===== config.mk =====
export PLATFORM = sky130hd
export DESIGN_NAME = i2c_master_tx
export DESIGN_NICKNAME = d
export VERILOG_FILES = /design/src/rtl/i2c_pkg.sv /design/src/rtl/i2c_qtr_timer.sv /design/src/rtl/i2c_master_tx.sv
export SDC_FILE = /design/constraint.sdc
export NUM_CORES = 1
export LEC_CHECK = 0
export CORE_MARGIN = 5
export CORE_UTILIZATION = 54
export DETAILED_ROUTE_END_ITERATION = 6
export PLACE_DENSITY_LB_ADDON = 0.15
export SKIP_CTS_REPAIR_TIMING = 1
export SLEW_MARGIN = 5
export SYNTH_ARGS = -nofsm -noshare
export SYNTH_HDL_FRONTEND = slang
export SYNTH_SLANG_ARGS = --single-unit
export TNS_END_PERCENT = 20

===== constraint.sdc =====
create_clock -name clk -period 3.3 [get_ports clk]
set_input_delay 0.33 -clock clk [delete_from_list [all_inputs] [get_ports clk]]
set_output_delay 0.33 -clock clk [all_outputs]
set_load 0.005 [all_outputs]

===== src/rtl/i2c_pkg.sv =====
// ============================================================================
// Module      : i2c_pkg
// Description : Shared state encodings and constants for the I2C master TX.
// Revision    : 1.0 - initial release
// ============================================================================
`default_nettype none

package i2c_pkg;

    typedef enum logic [2:0] {
        ST_IDLE  = 3'd0,
        ST_START = 3'd1,
        ST_BIT   = 3'd2,
        ST_ACK   = 3'd3,
        ST_LOAD  = 3'd4,
        ST_STOP  = 3'd5
    } state_t;

    localparam logic [1:0] Q0 = 2'd0;
    localparam logic [1:0] Q1 = 2'd1;
    localparam logic [1:0] Q2 = 2'd2;
    localparam logic [1:0] Q3 = 2'd3;

    localparam logic RW_WRITE = 1'b0;

endpackage

`default_nettype wire


===== src/rtl/i2c_qtr_timer.sv =====
// ============================================================================
// Module      : i2c_qtr_timer
// Description : SCL quarter-period timer with clear and stretch hold.
// Revision    : 1.0 - initial release
// ============================================================================
`default_nettype none

module i2c_qtr_timer #(
    parameter int QTR = 125
) (
    input  logic       clk,
    input  logic       rst,
    input  logic       clear,
    input  logic       hold,
    output logic       qtr_tick,
    output logic [1:0] qtr
);

    localparam int CW = (QTR > 1) ? $clog2(QTR) : 1;
    localparam logic [CW-1:0] LAST = CW'(QTR - 1);

    logic [CW-1:0] cnt;

    assign qtr_tick = !clear && !hold && (cnt == LAST);

    always_ff @(posedge clk or posedge rst) begin
        if (rst) begin
            cnt <= '0;
            qtr <= 2'd0;
        end else if (clear) begin
            cnt <= '0;
            qtr <= 2'd0;
        end else if (qtr_tick) begin
            cnt <= '0;
            qtr <= qtr + 2'd1;
        end else if (!hold) begin
            cnt <= cnt + {{(CW-1){1'b0}}, 1'b1};
        end
    end

endmodule

`default_nettype wire


===== src/rtl/i2c_master_tx.sv =====
// ============================================================================
// Module      : i2c_master_tx
// Description : Byte-level I2C master write engine fed from a show-ahead FIFO.
// Revision    : 1.0 - initial release
// ============================================================================
`default_nettype none

module i2c_master_tx
    import i2c_pkg::*;
#(
    parameter int QTR = 125
) (
    input  logic       clk,
    input  logic       rst,
    input  logic       start,
    input  logic [6:0] dev_addr,
    input  logic [7:0] len,
    input  logic [7:0] fifo_dout,
    input  logic       fifo_empty,
    output logic       fifo_rd,
    input  logic       scl_i,
    input  logic       sda_i,
    output logic       scl_oe,
    output logic       sda_oe,
    output logic       busy,
    output logic       done,
    output logic       nack,
    output logic       underrun
);

    state_t     state, next_state;
    logic [7:0] shift;
    logic [7:0] remaining;
    logic [2:0] bit_cnt;
    logic       ack_bit;
    logic       tmr_clear, tmr_hold, qtr_tick, last;
    logic [1:0] qtr;

    i2c_qtr_timer #(.QTR(QTR)) u_timer (
        .clk      (clk),
        .rst      (rst),
        .clear    (tmr_clear),
        .hold     (tmr_hold),
        .qtr_tick (qtr_tick),
        .qtr      (qtr)
    );

    assign last = qtr_tick && (qtr == Q3);
    assign busy = (state != ST_IDLE);

    always_ff @(posedge clk or posedge rst) begin
        if (rst) state <= ST_IDLE;
        else     state <= next_state;
    end

    // Line enables decode straight from registers so reset releases the pads at once.
    always_comb begin
        next_state = state;
        scl_oe     = 1'b0;
        sda_oe     = 1'b0;
        fifo_rd    = 1'b0;
        tmr_clear  = 1'b0;
        tmr_hold   = 1'b0;
        case (state)
            ST_IDLE: begin
                tmr_clear = 1'b1;
                if (start) next_state = ST_START;
            end
            ST_START: begin
                sda_oe = (qtr >= Q2);
                if (last) next_state = ST_BIT;
            end
            ST_BIT: begin
                scl_oe   = (qtr <= Q1);
                sda_oe   = ~shift[7];
                tmr_hold = (qtr == Q2) && !scl_i;
                if (last && bit_cnt == 3'd7) next_state = ST_ACK;
            end
            ST_ACK: begin
                scl_oe   = (qtr <= Q1);
                tmr_hold = (qtr == Q2) && !scl_i;
                if (last) begin
                    if (!ack_bit && remaining != 8'd0) next_state = ST_LOAD;
                    else                               next_state = ST_STOP;
                end
            end
            ST_LOAD: begin
                tmr_clear = 1'b1;
                scl_oe    = 1'b1;
                if (fifo_empty) begin
                    next_state = ST_STOP;
                end else begin
                    fifo_rd    = 1'b1;
                    next_state = ST_BIT;
                end
            end
            ST_STOP: begin
                scl_oe = (qtr == Q0);
                sda_oe = (qtr <= Q1);
                if (last) next_state = ST_IDLE;
            end
            default: next_state = ST_IDLE;
        endcase
    end

    always_ff @(posedge clk or posedge rst) begin
        if (rst) begin
            shift     <= '0;
            remaining <= '0;
            bit_cnt   <= '0;
            ack_bit   <= 1'b0;
            nack      <= 1'b0;
            underrun  <= 1'b0;
            done      <= 1'b0;
        end else begin
            done <= (state == ST_STOP) && last;
            case (state)
                ST_IDLE: begin
                    if (start) begin
                        shift     <= {dev_addr, RW_WRITE};
                        remaining <= len;
                        bit_cnt   <= 3'd0;
                        nack      <= 1'b0;
                        underrun  <= 1'b0;
                    end
                end
                ST_BIT: begin
                    if (last) begin
                        shift   <= {shift[6:0], 1'b0};
                        bit_cnt <= bit_cnt + 3'd1;
                    end
                end
                ST_ACK: begin
                    if (qtr_tick && qtr == Q2) ack_bit <= sda_i;
                    if (last && ack_bit)       nack    <= 1'b1;
                end
                ST_LOAD: begin
                    if (fifo_empty) begin
                        underrun <= 1'b1;
                    end else begin
                        shift     <= fifo_dout;
                        remaining <= remaining - 8'd1;
                    end
                end
                default: ;
            endcase
        end
    end

endmodule

`default_nettype wire


; Yosys cells after proc, flatten, opt, wreduce, memory -nomap -nowiden
; Cells that the tools add are included.
[word_totals]
reg_bits = 35
in_bits = 29
output_inout_bits = 7
elab_cells = 101
[classes]
addsub = 4
order_cmp = 2
eq_ne = 19
n_mux = 34
bitwise = 1
n_reduce_logical = 31
[ops]
columns = cell, n
row1 = $mux W8, 5
row2 = $mux W3, 8
row3 = $pmux W8 S3, 1
row4 = $mux W7, 3
row5 = $ne A2 B2 Y1 const B, 9
row6 = $pmux W3 S6, 1
row7 = $pmux W8 S2, 1
row8 = $reduce_and A3 Y1, 4
row9 = $eq A3 B3 Y1 const B, 3
row10 = $logic_and A1 B1 Y1, 9
row11 = $mux W1, 8
row12 = $reduce_bool A2 Y1, 4
row13 = $reduce_bool A8 Y1, 1
row14 = $sub A8 B1 Y8 const B, 1
row15 = $add A7 B1 Y7 const B, 1
row16 = $eq A7 B7 Y1 const B, 1
row17 = $eq A3 B2 Y1 const B, 2
row18 = $pmux W1 S3, 2
row19 = $pmux W3 S2, 1
row20 = $reduce_bool A3 Y1, 2
row21 = $reduce_and A5 Y1, 1
row22 = $eq A2 B2 Y1 const B, 2
row23 = $logic_not A1 Y1, 4
row24 = $mux W2, 2
row25 = 13 further kinds, 15

; Longest topological paths before layout
[logic_depth]
word_depth = 10
depth_mapped = 9
depth_no_buf = 6

; By module
; From an unflattened synthesis, not the netlist that was laid out.
[hier_totals]
cells_unflattened = 251
hier_area_um2 = 2257.2
[modules_own_cells]
columns = module, instances, cells_each, area_per_inst_um2, seq_area_each_um2
row1 = i2c_master_tx, 1, 194, 1732.9, 650.6
row2 = i2c_qtr_timer, 1, 57, 524.3, 225.2

; Worst setup path before layout
; OpenSTA, ideal clock, no wires.
[synth_path]
kind = flip-flop to flip-flop
start = register state[2]
end = register shift[1]
setup_ns = 0.127
arrival_ns = 2.193
t_required_ns = 3.173
setup_slack_ns = 0.979
stages_incl_launch_ff = 10
n_path_buf = 3
synth_period_minus_slack_ns = 2.321
path_cell_list = dfrtp_1 buf_2 clkinv_1 ha_1 and3b_1 buf_2 nor4_4 o22a_1 buf_6 mux2_1
[synth_via]
elab_chain_cells = 9
elab_cells_between_ends = 19
classes_between = eq/ne: 6 / mux: 3 / reduce/logical: 10
[synth_rtl]
columns = item, line
row1 = start: declaration, i2c_master_tx.sv:31  ; state_t state, next_state;
row2 = start signal: assignment, i2c_master_tx.sv:53  ; else state <= next_state;
row3 = $eq A3 B3 Y1 (tied with other cells), "i2c_master_tx.sv:64, i2c_master_tx.sv:117"
row4 = $reduce_or A2 Y1 (no line), n/a
row5 = "$mux W1, on equally long branches", n/a
row6 = $logic_not A1 Y1, i2c_qtr_timer.sv:24  ; assign qtr_tick = !clear && !hold && (cnt == LAST);
row7 = $logic_and A1 B1 Y1 (2 in a row), i2c_qtr_timer.sv:24
row8 = $logic_and A1 B1 Y1, i2c_master_tx.sv:48  ; assign last = qtr_tick && (qtr == Q3);
row9 = $ne A2 B2 Y1 (no line), n/a
row10 = $reduce_and A4 Y1 (no line), n/a
row11 = end signal: assignment, i2c_master_tx.sv:120  ; shift <= {dev_addr, RW_WRITE};
row12 = end signal: assignment, i2c_master_tx.sv:129  ; shift <= {shift[6:0], 1'b0};
row13 = end signal: assignment, i2c_master_tx.sv:141  ; shift <= fifo_dout;
row14 = end: declaration, i2c_master_tx.sv:32  ; logic [7:0] shift;
; Several ways; a longest one is shown, not always the timed one.
; A chain may end at the register's enable or synchronous reset.

; Final worst setup path
[layout_path]
start = register state[2]
end = output fifo_rd
[layout_via]
elab_chain_cells = 2
[layout_rtl]
columns = item, line
row1 = $eq A3 B3 Y1, i2c_master_tx.sv:64  ; case (state)
row2 = $mux W1, i2c_master_tx.sv:64
row3 = end: declaration, i2c_master_tx.sv:20  ; output logic fifo_rd,
; No other way between the ends.

==> results.cfg <==
[pwr]
p_per_area_nw_per_um2 = 588.0
clkPwrFrac_pct = 18.6
leakage_uw = 0.001121
vdd_ir_drop_max_mv = 0.3371
p_comb_share_pct = 37.5
netSwitchingFraction_pct = 36.28
p_sw_uw = 578.4
p_seq_share_pct = 43.9
intPower_uw = 1016

[sta]
slew_viol_final = 0
hold_viol = 0
setup_tns_ns = 0
fin_crit_ns = 2.834
worst_pin_slew_ns = 0.8715
finalCritPeriodShare_pct = 85.86
hold_ws_ns = 0.4432
rsz0062_at_grt = no
clock_skew_ns = 0.002188
slew_headroom_pct = 41.51
setup_viol = 0
fmax_mhz = 352.9

[clock_network]
numCtsBuffers = 5
cts_tree = built
clk_pin_slew_ns = 0.07
cts_root_buf = clkbuf_8
cts_sinks = 35
clk_path_buf_depth = 2
cts.htree.levels = 2
insertion_delay_ns = 0.29

[final_layout]
stdcell_count = 337
area_growth_pct = 20.39
antennaDiodeCount = 0
fin_area_um2 = 2711
final_util_pct = 67.30
drive_above_1_share_pct = 5.575
finish.net_count = 326

[logic_synthesis]
syn_nets = 293
synth.most_common_cell = dfrtp_1
ys.flop_type = dfrtp_1
synth_common_cells = dfrtp_1, a21oi_1, nor2_1, o21ai_0, nand2_1
synth_area_per_cell_um2 = 8.902
ys_async_sr_fraction_pct = 100.0
synthCells = 253
yosysTopAreaCell = dfrtp_1
synth_edf_count = 0
synth_warnings = 0
synthesis.area_um2 = 2252
ys_types = 49
ys_seq_area_share_pct = 38.89
synth_area_leaders = dfrtp_1, ha_1, o221ai_1
yosys_register_bits = 35
synth_top_area_share_pct = 38.89

[global_route]
overflow = 0
grt_usage_pct = 19.41
grt_max_degree = 36
grt_pass1_wl_um = 8280
antenna_found_initial = 0
grt_pass1_vias = 1794

[floorplan]
die_x_um = 74.58
ioPinCount = 36
row_count = 23
core_um2 = 4029
dieArea_um2 = 5562
fp.dieH_um = 74.58
start_util_pct = 55.90

[drt]
antenna_left = 0
drt_pass1_iterations = 4
drc = 0
vias = 1937
via_per_inst = 5.748
drt-total-wl_um = 4953
avgRoutedWirePerCell_um = 14.70
drtIter0Drc = 134

[placed_design]
place_area_um2 = 2630
hpwl_um = 3595
dp_cells = 329
place_congestion = 0.8190
port_buffers = 35

[worst_setup_path]
cp_max_fo = 19
rr_worst_depth = 6
cp_data_arrival_time_ns = 2.50
critical_path_required_ns = 2.97
crit_path_start_kind = flop
path_class = flop to primary output
critPathCaptureType = primary output

[min_path]
worstHoldPathType = input pin to asynchronous set/reset pin

[job]
cap_violations = 0

[run_status]
status = finished, final reports clean
power groups by stage:
stage / Combinational, µW / Clock, µW / Sequential (µW)
3_3_place_gp: 587 / 0 / 698
2_1_floorplan: 470 / 0 / 671
5_1_grt: 678 / 328 / 716
4_1_cts: 602 / 307 / 698
6_report: 598 / 296 / 700
3_5_place_dp: 598 / 0 / 704
kinds of logic after synthesis:
| family | count (synthesis) | share of synthesized area, % |
|---|---|---|
| buf+inv | 27 | 5.389 |
| fa+ha+maj | 11 | 6.111 |
| compound gates | 81 | 22.89 |
| simple gates | 84 | 19.83 |
| xor+xnor | 4 | 1.556 |
| flops | 35 | 38.89 |
| mux | 11 | 5.334 |
worst max-delay path, cell delays in order, from the launching register on:
cell             delay (ns)
dfrtp_1                0.57
buf_4                  0.24
or3b_1                 0.62
nor2_2                 0.25
clkdlybuf4s50_1        0.53
final timing paths:
check / from / to / slack (ns)
min in group clk: shift[6] / shift[6] / 0.49
hold reg to reg: shift[6] / shift[6] / 0.49
hold / removal: rst / remaining[1] / 0.44
setup reg to reg: state[2] / shift[5] / 0.67
max in group asynchronous: rst / shift[4] / 2.55
setup / recovery: state[2] / fifo_rd / 0.47
layer usage:
| metal | wire length (µm) | global-route usage [%] |
|---|---|---|
| met4 | 87 | 6.917 |
| met1 | 2299 | 25.53 |
| met3 | 230 | 4.324 |
| met5 | 0 | 0 |
| met2 | 2335 | 31.51 |
per-stage QoR:
step	power, µW	setup slack, ns
3_3_place_gp	1285	0.7341
4_1_cts	1607	0.4679
6_report	1594	0.4665
2_1_floorplan	1141	0.9791
5_1_grt	1721	0.3352
3_5_place_dp	1302	0.6795
layout make-up:
type,instances,area [µm²]
Tap cell,50,62.56
Multi-Input combinational cell,191,1255
Clock buffer,7,76.32
Clock inverter,1,5.005
Sequential cell,35,875.8
Timing Repair Buffer,40,387.9
Fill cell,345,1318
Inverter,13,48.80
flip-flops by register name, summed over array words and instances, names as in the netlist:
signal       cells
shift            8
done             1
u_timer.cnt      7
remaining        8
u_timer.qtr      2
bit_cnt          3
state            3
ack_bit          1
underrun         1
nack             1
cells in the final DEF, fill, tap and decap left out, types with 7 or more instances in the layout:
master,count
o21ai_0,20
nor2_1,23
nor2b_1,13
clkdlybuf4s50_1,35
inv_1,11
a21oi_1,24
o221ai_1,14
dfrtp_1,35
mux2_1,7
ha_1,11
nand2_1,17
Note: power is estimated with default switching activity, not from simulation.
